--- src/rtl/gps_ca_multi.sv ---
// Multi-channel GPS L1 C/A Gold-code generator: per-channel PRN taps, chip index,
// 1 ms epoch strobe, 20 ms counter and a code-phase slew (hold) handshake.
module gps_ca_multi #(
    parameter int unsigned NUM_CH     = 4,
    parameter int unsigned SAT_WIDTH  = 6,
    parameter int unsigned SLEW_WIDTH = 10
) (
    input  logic                             clk,
    input  logic                             reset,
    input  logic                             en,
    input  logic [NUM_CH-1:0]                ch_en,
    input  logic [NUM_CH*SAT_WIDTH-1:0]      sat,
    input  logic [NUM_CH-1:0]                prn_load,
    input  logic [NUM_CH-1:0]                slew_valid,
    input  logic [NUM_CH*SLEW_WIDTH-1:0]     slew_chips,
    output logic [NUM_CH-1:0]                slew_ready,
    output logic [NUM_CH-1:0]                code_out,
    output logic [NUM_CH*10-1:0]             chip_idx,
    output logic [NUM_CH-1:0]                epoch,
    output logic [NUM_CH*5-1:0]              ms_cnt
);

    localparam int unsigned IDX_W     = 10;
    localparam int unsigned MS_W      = 5;
    localparam int unsigned TAP_W     = 4;
    localparam logic [IDX_W-1:0] LAST_CHIP = IDX_W'(1022);
    localparam logic [MS_W-1:0]  LAST_MS   = MS_W'(19);

    // G2 tap pair (1-based stage numbers) for a PRN; invalid PRNs get a harmless pair
    function automatic logic [2*TAP_W-1:0] tap_pair(input logic [SAT_WIDTH-1:0] s);
        int unsigned si;
        logic [2*TAP_W-1:0] tp;
        si = 32'(s);
        case (si)
            1:  tp = {4'd2, 4'd6};
            2:  tp = {4'd3, 4'd7};
            3:  tp = {4'd4, 4'd8};
            4:  tp = {4'd5, 4'd9};
            5:  tp = {4'd1, 4'd9};
            6:  tp = {4'd2, 4'd10};
            7:  tp = {4'd1, 4'd8};
            8:  tp = {4'd2, 4'd9};
            9:  tp = {4'd3, 4'd10};
            10: tp = {4'd2, 4'd3};
            11: tp = {4'd3, 4'd4};
            12: tp = {4'd5, 4'd6};
            13: tp = {4'd6, 4'd7};
            14: tp = {4'd7, 4'd8};
            15: tp = {4'd8, 4'd9};
            16: tp = {4'd9, 4'd10};
            17: tp = {4'd1, 4'd4};
            18: tp = {4'd2, 4'd5};
            19: tp = {4'd3, 4'd6};
            20: tp = {4'd4, 4'd7};
            21: tp = {4'd5, 4'd8};
            22: tp = {4'd6, 4'd9};
            23: tp = {4'd1, 4'd3};
            24: tp = {4'd4, 4'd6};
            25: tp = {4'd5, 4'd7};
            26: tp = {4'd6, 4'd8};
            27: tp = {4'd7, 4'd9};
            28: tp = {4'd8, 4'd10};
            29: tp = {4'd1, 4'd6};
            30: tp = {4'd2, 4'd7};
            31: tp = {4'd3, 4'd8};
            32: tp = {4'd4, 4'd9};
            default: tp = {4'd1, 4'd1};
        endcase
        return tp;
    endfunction

    for (genvar c = 0; c < NUM_CH; c++) begin : g_ch
        logic [SAT_WIDTH-1:0]  sat_c;
        logic [SLEW_WIDTH-1:0] slew_c;
        logic                  valid;
        logic                  ready;
        logic [TAP_W-1:0]      t1;
        logic [TAP_W-1:0]      t2;
        logic [IDX_W-1:0]      g1;
        logic [IDX_W-1:0]      g2;
        logic [IDX_W-1:0]      idx;
        logic [MS_W-1:0]       ms;
        logic [SLEW_WIDTH-1:0] hold;
        logic                  ep;

        assign sat_c    = sat[c*SAT_WIDTH +: SAT_WIDTH];
        assign slew_c   = slew_chips[c*SLEW_WIDTH +: SLEW_WIDTH];
        assign valid    = (sat_c != '0) && (32'(sat_c) <= 32'd32);
        assign ready    = (hold == '0) && valid;
        assign {t1, t2} = tap_pair(sat_c);

        // Stage n of each LFSR lives in bit n-1; invalid PRN pins the channel in its load state
        always_ff @(posedge clk) begin
            ep <= 1'b0;
            if (reset || prn_load[c] || !valid) begin
                g1   <= '1;
                g2   <= '1;
                idx  <= '0;
                ms   <= '0;
                hold <= '0;
            end else begin
                if (ch_en[c] && en) begin
                    if (hold != '0) begin
                        hold <= hold - SLEW_WIDTH'(1);
                    end else if (idx == LAST_CHIP) begin
                        idx <= '0;
                        g1  <= '1;
                        g2  <= '1;
                        ms  <= (ms == LAST_MS) ? '0 : ms + MS_W'(1);
                        ep  <= 1'b1;
                    end else begin
                        idx <= idx + IDX_W'(1);
                        g1  <= {g1[8:0], g1[2] ^ g1[9]};
                        g2  <= {g2[8:0], g2[1] ^ g2[2] ^ g2[5] ^ g2[7] ^ g2[8] ^ g2[9]};
                    end
                end
                // Acceptance only happens with hold at zero, so it never races the decrement
                if (slew_valid[c] && ready) begin
                    hold <= slew_c;
                end
            end
        end

        assign code_out[c]               = valid & (g1[9] ^ g2[t1 - TAP_W'(1)] ^ g2[t2 - TAP_W'(1)]);
        assign slew_ready[c]             = ready;
        assign chip_idx[c*IDX_W +: IDX_W] = idx;
        assign ms_cnt[c*MS_W +: MS_W]     = ms;
        assign epoch[c]                  = ep;
    end

endmodule
--- config.mk ---
export PLATFORM = sky130hd
export DESIGN_NAME = gps_ca_multi
export DESIGN_NICKNAME = d
export VERILOG_FILES = /design/src/rtl/gps_ca_multi.sv
export SDC_FILE = /design/constraint.sdc
export NUM_CORES = 1
export LEC_CHECK = 0
export CAP_MARGIN = 5
export CORE_MARGIN = 10
export CORE_UTILIZATION = 52
export CTS_BUF_LIST = sky130_fd_sc_hd__clkbuf_2
export DETAILED_ROUTE_END_ITERATION = 10
export PLACE_DENSITY = 0.79
export SYNTH_ARGS = -nofsm -noshare
export SYNTH_HDL_FRONTEND = slang
export SYNTH_SLANG_ARGS = --single-unit
--- constraint.sdc ---
create_clock -name clk -period 6.74 [get_ports clk]
set_input_delay 2.022 -clock clk [delete_from_list [all_inputs] [get_ports clk]]
set_output_delay 2.022 -clock clk [all_outputs]
set_load 0.01 [all_outputs]
# Word-level counts from Yosys, hierarchy flattened
# Memories as Yosys holds them, arrays and structs flattened.
# Index checks and enable logic that the tools add are counted.
# Widths: inputs -> output; s select.
# classes
n_addsub	20
mul	0
div	0
magnitude_cmp	12
eq_ne	8
shifts	0
n_mux	48
bitwise	44
reduce_logical	64
# ops
op	count
$mux 10	24
$add 10x1->10 const B	4
$eq 10x10->1 const B	4
$logic_not 10->1	4
$lt 4x5->1 const B	8
$reduce_bool 10->1	4
$sub 10x1->10 const B	4
$bmux 1 s4	8
$sub 4x1->4 const B	8
$xor 1x1->1	32
$le 6x6->1 const B	4
$reduce_bool 6->1	4
$add 5x1->5 const B	4
$eq 5x5->1 const B	4
$mux 5	4
$logic_and 1x1->1	16
$reduce_and 2->1	8
$reduce_bool 2->1	8
$mux 1	12
$reduce_and 3->1	4
$reduce_or 3->1	4
$logic_or 1x1->1	8
$not 1->1	8
$and 1x1->1	4
$logic_not 1->1	4
# totals
regBits	184
latchBits	0
mem_bits_rw	0
romBits	2048
input_bits	79
output_inout_bits	72
elab_cells	224
n_memories	4
# mem_list
name	words	word_bits	read_ports	rd_clocked_by_memory_dff	write_ports	line	source
(name not given)	64	8	1	0	0	34	case (si)
(name not given)	64	8	1	0	0	34	
(name not given)	64	8	1	0	0	34	
(name not given)	64	8	1	0	0	34	

# Longest topological paths before layout
# Gate-level depths: netlist (run 1).
# An unclocked memory read counts as a cell.
# logic_depth
ltp_word	7
ltp_mapped	16
mapped_depth_nobuf	15

# Least setup slack after synthesis (run 1)
# Ideal clock, no wire load.
# synth_path
path_kind	input to output
start	input sat[18]
end	output code_out[3]
t_arrival_ps	5067
required_ps	4718
path_slack_ps	-349
stages	14
n_path_buf	1
cell_sequence	inv_1 ha_1 nor2_1 o21bai_1 a311oi_2 ha_1 clkbuf_1 nand2_1 a21oi_1 nor4_1 or4_1 mux2_4 xnor3_1 nor2_1
# synth_between
elab_chain_len	7
elab_cells_between_ends	13
classes_between	add/sub: 2; order compare: 1; mux: 4; bitwise: 3; reduce/logical: 2; memory: 1
# synth_lines
element	line	source
from (decl)	12	input logic [NUM_CH*SAT_WIDTH-1:0] sat,
$mem_v2 64x8	n/a	
$sub 4x1->4	124	assign code_out[c] = valid & (g1[9] ^ g2[t1 - TAP_W'(1)] ^ g2[t2 - TAP_W'(1)]);
$bmux 1 s4	124	
$mux 1 (implied by the code)	124	
$xor 1x1->1 (2 in series)	124	
$and 1x1->1 *	124	
to (decl)	17	output logic [NUM_CH-1:0] code_out,
# Mark *: on every way between the ends. The rest lies on a longest branch, timed or not. The select of a mux whose other input is x is not followed.

# Final worst setup path (run 1)
# Same ends and word-level chain as after synthesis.

==> key figures, run 1 <==
Placement
  • Placed cell areas: 0.0141 mm^2
  • Placed Cells: 1954
  • Gpl congestion: 0.878
  • Dpl hpwl: 22200 um
  • Place WS: -1.04 ns
  • Number of port buffers: 150

Synth
  • Post-Syn Nets: 1601
  • Gate Count Post-Synth: 1470
  • Largest family of logic cells by synthesized area: simple AND/OR/NAND/NOR gates
  • Post-synthesis simple-gate area fraction: 0.294
  • Synthesized flop and latch total: 184
  • Synth warn: 0
  • Post-synthesis cell type count: 86
  • Adder-cell area share of the yosys netlist: 0.0561
  • Synth Flop Type: dfxtp_1
  • Compound-Gate Fraction of Synth Area: 0.138
  • Mapped Area: 0.0116 mm^2
  • Post-synthesis sequential area ratio: 0.318
  • Post-synth EDFFs: 0
  • Post-Syn Area per Cell: 7.89 um^2
  • Post-synth ARST share: 0
  • XOR/XNOR Fraction of Synth Area: 0.0737
  • Post-synthesis mux area share: 0.0717

GRT
  • First-pass GRT wire length: 50600 um
  • GRT met2 Usage: 0.333
  • Largest net degree at the start of global routing: 28
  • Most crowded layer after global routing: met2
  • Met3 GRT Util: 0.0461
  • Met1 GRT Util: 0.264
  • Initial antenna violation count: 2
  • GRT overflow: 0
  • Global router's overall resource usage: 0.205
  • Number of global-route vias before repair: 10701

Floorplanning
  • IO Pins: 151
  • Overall die height: 169 um
  • Core area: 0.0219 mm^2
  • Die Wd: 169 um
  • Starting density of the core: 0.530
  • Row count: 54
  • Die Area: 0.0287 mm^2

Setup path
  • Worst setup SP type: primary input
  • Setup CP Type: primary input to output pin
  • CP Capture Type: output pin
  • Worst-path cell chain: buf_8, inv_6, buf_12, ha_4, buf_4, nor3b_1, o21ai_0, o211ai_1, buf_4, ha_4, mux4_2, a21oi_1, a31o_2, xnor3_1, nor2_2, buf_2
  • Crit path DAT: 4.87 ns
  • CP max stage cell: mux4_2
  • Crit Path Max Fanout: 5
  • Max stage delay on crit path: 0.48 ns
  • Critical Path Source: sat[18]
  • Worst Path Required: 4.72 ns
  • RR Startpoint: g_ch[3].hold[0]$_SDFFE_PP0P_

Drt
  • DRC: 0
  • Starting DRT DRC Count: 923
  • Drt first pass iters: 6
  • Routed via count: 11377
  • Routed len/inst: 15.6 um
  • Vias per cell: 5.66
  • DRT antenna net count: 0
  • Routed WL: 31500 um

Final layout
  • Fin util: 0.686
  • Layout cells sized above 1: 0.197
  • Layout area overhead: 29.6%
  • Layout net count: 1849
  • Final Cell Area: 0.0150 mm^2
  • Non-Filler Instances: 2011

Clock tree
  • # hold bufs at CTS: 0
  • H-tree depth: 4
  • Reg clk slew, reported paths: 0.31 ns
  • TritonCTS clock tree: yes
  • Total CTS buffers: 17
  • Root Driver: clkbuf_2
  • Clock Path Buffers: 2
  • Clk sink count: 184
  • Skew-Pair Late Insertion Delay: 0.77 ns

Hold path
  • Hold path start: g_ch[0].g1[6]$_SDFFE_PP1P_
  • Min-Delay Path Class: register to register

STA
  • Setup ws final: -0.153 ns
  • Max frequency: 145 MHz
  • Final hold violation count: 0
  • Worst-Margin Slew: 1.01 ns
  • Min Clock Period, post-route: 6.89 ns
  • Setup violators final: 1
  • RSZ-0062 raised after global routing: yes
  • Fin crit share: 1.02
  • Max Slew Vio Count: 0
  • Max Clock Skew: 0.0480 ns
  • Relative slew slack: 0.328

Pwr
  • Max VDD drop: 0.111 mV
  • Pwr/cell area: 160 mW/mm^2
  • Static Leakage: 6.03 nW

Status
  • Failing checks: negative setup slack
  • Status: finished with violations

Job
  • Max-cap violations: 0
[cell type report]
type                            count  area (um^2)
Tap cell                          280          350
Fill cell                        1752         6870
Antenna cell                        1         2.50
Clock inverter                     14          164
Multi-Input combinational cell   1161         7800
Clock buffer                       17         85.1
Timing Repair Buffer              306         2750
Sequential cell                   184         3680
Inverter                           48          190
[power breakdown]
part           internal (W)  switching, W  total, W
registers           0.00111     0.0000176   0.00113
clock network      0.000182      0.000413  0.000595
logic              0.000340      0.000345  0.000685
[final timing paths]
| path | to | slack [ns] | cells after the start |
|---|---|---|---|
| min reg2reg | g_ch[0].g1[7]$_SDFFE_PP1P_ | 0.44 | 2 |
| max reg2reg | g_ch[3].ms[1]$_SDFFE_PP0P_ | 3.36 | 10 |
| min | g_ch[0].g1[7]$_SDFFE_PP1P_ | 0.44 | 2 |
| max | code_out[3] | -0.15 | 16 |
[cells by family after synthesis]
kind of cell,count (synthesis)
flops,184
buf+inv,125
simple gates,707
compound gates,248
mux,58
xor+xnor,96
fa+ha+maj,52
[placed cells by master, fill, tap and decap left out, types with 28 or more instances in the layout]
| cell | synthesis | routed |
|---|---|---|
| xor2_1 | 50 | 50 |
| nor3_1 | 35 | 33 |
| clkdlybuf4s50_1 | 0 | 124 |
| nand3_1 | 109 | 109 |
| ha_1 | 52 | 29 |
| inv_1 | 46 | 35 |
| dfxtp_1 | 184 | 184 |
| nand2_1 | 246 | 244 |
| buf_4 | 10 | 127 |
| o21ai_0 | 58 | 53 |
| a21oi_1 | 78 | 71 |
| xnor2_1 | 45 | 44 |
| nor2_1 | 140 | 134 |
| clkbuf_2 | 0 | 28 |
[metal layers]
metal | wire (um) | share of wire | up-vias
met5 | 0 | 0 | -
met4 | 673 | 0.021 | 0
met3 | 1740 | 0.055 | 44
met2 | 15100 | 0.48 | 302
met1 | 14000 | 0.44 | 5388
li1 | - | - | 5643
[what timing repair did]
item                                    in CTS  in global routing
pin swaps                                   36                 49
resized for setup                          101                101
endpoints found under the setup margin       4                  4
buffers inserted                            14                 10
cloned                                       0                  2
[Yosys cell counts (7+ instances only)]
| cell | n | area [um^2] |
|---|---|---|
| a21oi_1 | 78 | 390 |
| nor3_1 | 35 | 175 |
| o21ai_1 | 7 | 35.0 |
| nand3_1 | 109 | 546 |
| nand3b_1 | 7 | 52.6 |
| a31oi_1 | 9 | 56.3 |
| nor2b_1 | 29 | 181 |
| clkbuf_1 | 42 | 158 |
| buf_4 | 10 | 75.1 |
| o21ai_0 | 58 | 290 |
| xor2_1 | 50 | 438 |
| buf_2 | 20 | 100 |
| a211oi_1 | 10 | 75.1 |
| inv_1 | 46 | 173 |
| and2_1 | 10 | 62.6 |
| mux4_2 | 18 | 405 |
| mux2i_1 | 23 | 230 |
| a311oi_1 | 8 | 70.1 |
| nor3b_1 | 10 | 75.1 |
| dfxtp_1 | 184 | 3680 |
| and3_1 | 7 | 43.8 |
| a221oi_1 | 10 | 87.6 |
| nand4_1 | 11 | 68.8 |
| xnor2_1 | 45 | 394 |
| ha_1 | 52 | 651 |
| nand2b_1 | 26 | 163 |
| nor4_1 | 12 | 75.1 |
| or3_1 | 19 | 119 |
| mux2_2 | 14 | 158 |
| nor2_1 | 140 | 526 |
| o211ai_1 | 16 | 120 |
| nand2_1 | 246 | 923 |
[flip-flops by register name, indices dropped and copies added (netlist names)]
register	flops
g_ch.hold	40
g_ch.ep	4
g_ch.ms	20
g_ch.g1	40
g_ch.idx	40
g_ch.g2	40
[through the flow]
step,hold slack [ns],setup TNS [ns],power [W]
after floorplan,0.435,0,0.00154
after global placement,0.438,-2.84,0.00174
after detailed placement,0.452,-3.07,0.00176
after CTS,0.454,-0.365,0.00239
after global routing,0.488,-0.312,0.00254
final,0.442,-0.153,0.00241
[critical path: cells and delay by family]
| family | cells | cell delay (ns) |
|---|---|---|
| xor+xnor | 1 | 0.31 |
| fa+ha+maj | 2 | 0.57 |
| buf+inv | 6 | 0.66 |
| mux | 1 | 0.48 |
| simple gates | 2 | 0.16 |
| compound gates | 4 | 0.65 |
Note: power is estimated with default switching activity, not from simulation.
==> run 2, diff against run 1 <==
CORE_UTILIZATION = 50   (was 52)
PLACE_DENSITY = 0.76   (was 0.79)
==> run 2 against run 1 <==
  * The run still ends with negative setup slack left
  * Sequential power hardly changed
  * Setup slack better by 0.042 ns
  * Core utilization is 2.3 points lower
  * Critical path type unchanged
  * Highest routed layer is now met5
==> key figures, run 2 (synthesis results as in run 1) <==
Status
  • Status: finished with violations
  • Failing checks: negative setup slack

Clock tree
  • Skew-Pair Late Insertion Delay: 0.79 ns
  • TritonCTS clock tree: yes
  • Total CTS buffers: 17
  • Root Driver: clkbuf_2
  • Reg clk slew, reported paths: 0.30 ns
  • Clock Path Buffers: 2
  • Clk sink count: 184
  • H-tree depth: 4
  • # hold bufs at CTS: 0

Drt
  • Routed via count: 11286
  • Starting DRT DRC Count: 884
  • Vias per cell: 5.58
  • DRT antenna net count: 0
  • DRC: 0
  • Routed WL: 30800 um
  • Routed len/inst: 15.3 um
  • Drt first pass iters: 6

GRT
  • Global router's overall resource usage: 0.202
  • GRT overflow: 0
  • First-pass GRT wire length: 50200 um
  • Largest net degree at the start of global routing: 28
  • Number of global-route vias before repair: 10485
  • Initial antenna violation count: 2

STA
  • Max Clock Skew: 0.0476 ns
  • Worst-Margin Slew: 0.983 ns
  • Final hold violation count: 0
  • Relative slew slack: 0.344
  • Max frequency: 146 MHz
  • Setup ws final: -0.110 ns
  • Min Clock Period, post-route: 6.85 ns
  • Max Slew Vio Count: 0
  • Fin crit share: 1.02
  • Setup violators final: 1
  • RSZ-0062 raised after global routing: yes

Floorplanning
  • Core area: 0.0227 mm^2
  • Die Wd: 172 um
  • Starting density of the core: 0.511
  • Overall die height: 172 um
  • IO Pins: 151
  • Die Area: 0.0297 mm^2
  • Row count: 55

Placement
  • Place WS: -1.01 ns
  • Number of port buffers: 150
  • Dpl hpwl: 22500 um
  • Gpl congestion: 0.893
  • Placed cell areas: 0.0141 mm^2

Pwr
  • Pwr/cell area: 161 mW/mm^2
  • Power Total: 0.00243 W
  • Static Leakage: 6.09 nW
  • Max VDD drop: 0.103 mV

Final layout
  • # fillers: 1856
  • Most common cell after layout, fill and taps aside: nand2_1
  • Layout net count: 1853
  • Layout area overhead: 29.9%
  • Layout cells sized above 1: 0.193
  • Commonest cells after routing, fill and taps aside: 244 x nand2_1, 184 x dfxtp_1, 135 x nor2_1, 135 x buf_4, 122 x clkdlybuf4s50_1
  • Final Cell Area: 0.0151 mm^2

Job
  • Max-cap violations: 0

Setup path
  • Max stage delay on crit path: 0.51 ns
  • Worst Path Required: 4.72 ns
  • CP Capture Type: output pin
  • Crit Path Max Fanout: 8
  • Worst Reg-to-Reg Cells: 11
  • Setup CP Type: primary input to output pin
  • CP max stage cell: or4_1
  • Crit path DAT: 4.83 ns
  • Worst-path cell chain: buf_8, buf_8, ha_4, mux2i_2, o211ai_1, o21ai_1, nand2_1, ha_4, buf_6, nand2b_4, a21oi_1, nor4_1, or4_1, mux2_4, xnor3_1, nor2_2, buf_2
  • Worst setup SP type: primary input

Hold path
  • Min-Delay Path Class: register to register
  • Hold Path Depth: 2
-- run 2: cell types whose count changed in the layout (fill, tap and decap cells not counted), moves of 4 or more --
cell            before  now
inv_8                3    8
buf_4              127  135
clkbuf_2            28   24
buf_2                5    9
dlymetal6s2s_1       2    6
inv_6                6    2
-- run 2: final timing paths --
kind              slack [ns]                            to                          from
setup reg to reg        3.59  g_ch[3].hold[7]$_SDFFE_PP0P_  g_ch[3].hold[0]$_SDFFE_PP0P_
hold / removal          0.45    g_ch[2].g1[2]$_SDFFE_PP1P_    g_ch[2].g1[1]$_SDFFE_PP1P_
hold reg to reg         0.45    g_ch[2].g1[2]$_SDFFE_PP1P_    g_ch[2].g1[1]$_SDFFE_PP1P_
setup / recovery       -0.11                   code_out[3]                       sat[18]
-- run 2: where the power goes --
| group | leakage, nW | total (W) | internal [W] | switching (W) |
|---|---|---|---|---|
| registers | 1.49 | 0.00113 | 0.00111 | 0.0000176 |
| logic | 4.44 | 0.000679 | 0.000339 | 0.000340 |
| clock network | 0.167 | 0.000624 | 0.000196 | 0.000427 |
| total | 6.09 | 0.00243 | 0.00165 | 0.000785 |
-- run 2: repair_timing --
action,in CTS,in global routing
resized for setup,125,77
gates cloned,3,1
setup endpoints to repair,4,4
hold endpoints to repair,0,0
setup buffers,16,9
pin swaps,36,43
-- run 2: final cells by class --
class,instances,area [um^2],area share
Antenna cell,1,2.50,0.000166
Multi-Input combinational cell,1161,7770,0.516
Clock inverter,13,174,0.0115
Timing Repair Buffer,310,2780,0.185
Sequential cell,184,3680,0.245
Inverter,48,195,0.0130
Tap cell,285,357,0.0237
Clock buffer,19,95.1,0.00631
-- run 2: per-layer routing --
metal,vias up,track usage,share of wire
met5,-,0,0.00045
met4,2,0.0645,0.021
met3,44,0.0451,0.062
met2,280,0.325,0.46
met1,5304,0.264,0.45
li1,5656,-,-
-- run 2: worst max-delay path: cells and delay by family --
| family | cells | cell delay [ns] |
|---|---|---|
| AO/OA/AOI/OAI | 3 | 0.34 |
| XOR/XNOR | 1 | 0.19 |
| adder cells (fa/ha/maj) | 2 | 0.35 |
| buffers and inverters | 4 | 0.52 |
| multiplexers | 2 | 0.45 |
| AND/OR/NAND/NOR | 5 | 0.96 |
-- run 2: per-stage QoR --
stage	util	hold slack [ns]	TNS (ns)	cells
detailed placement	0.620	0.453	-3.10	1961
global placement	0.620	0.447	-2.87	1961
CTS	0.652	0.453	-0.0701	2012
floorplan	-	0.435	0	1470
finish	0.663	0.450	-0.110	2021
global route	0.663	0.476	-0.329	2021
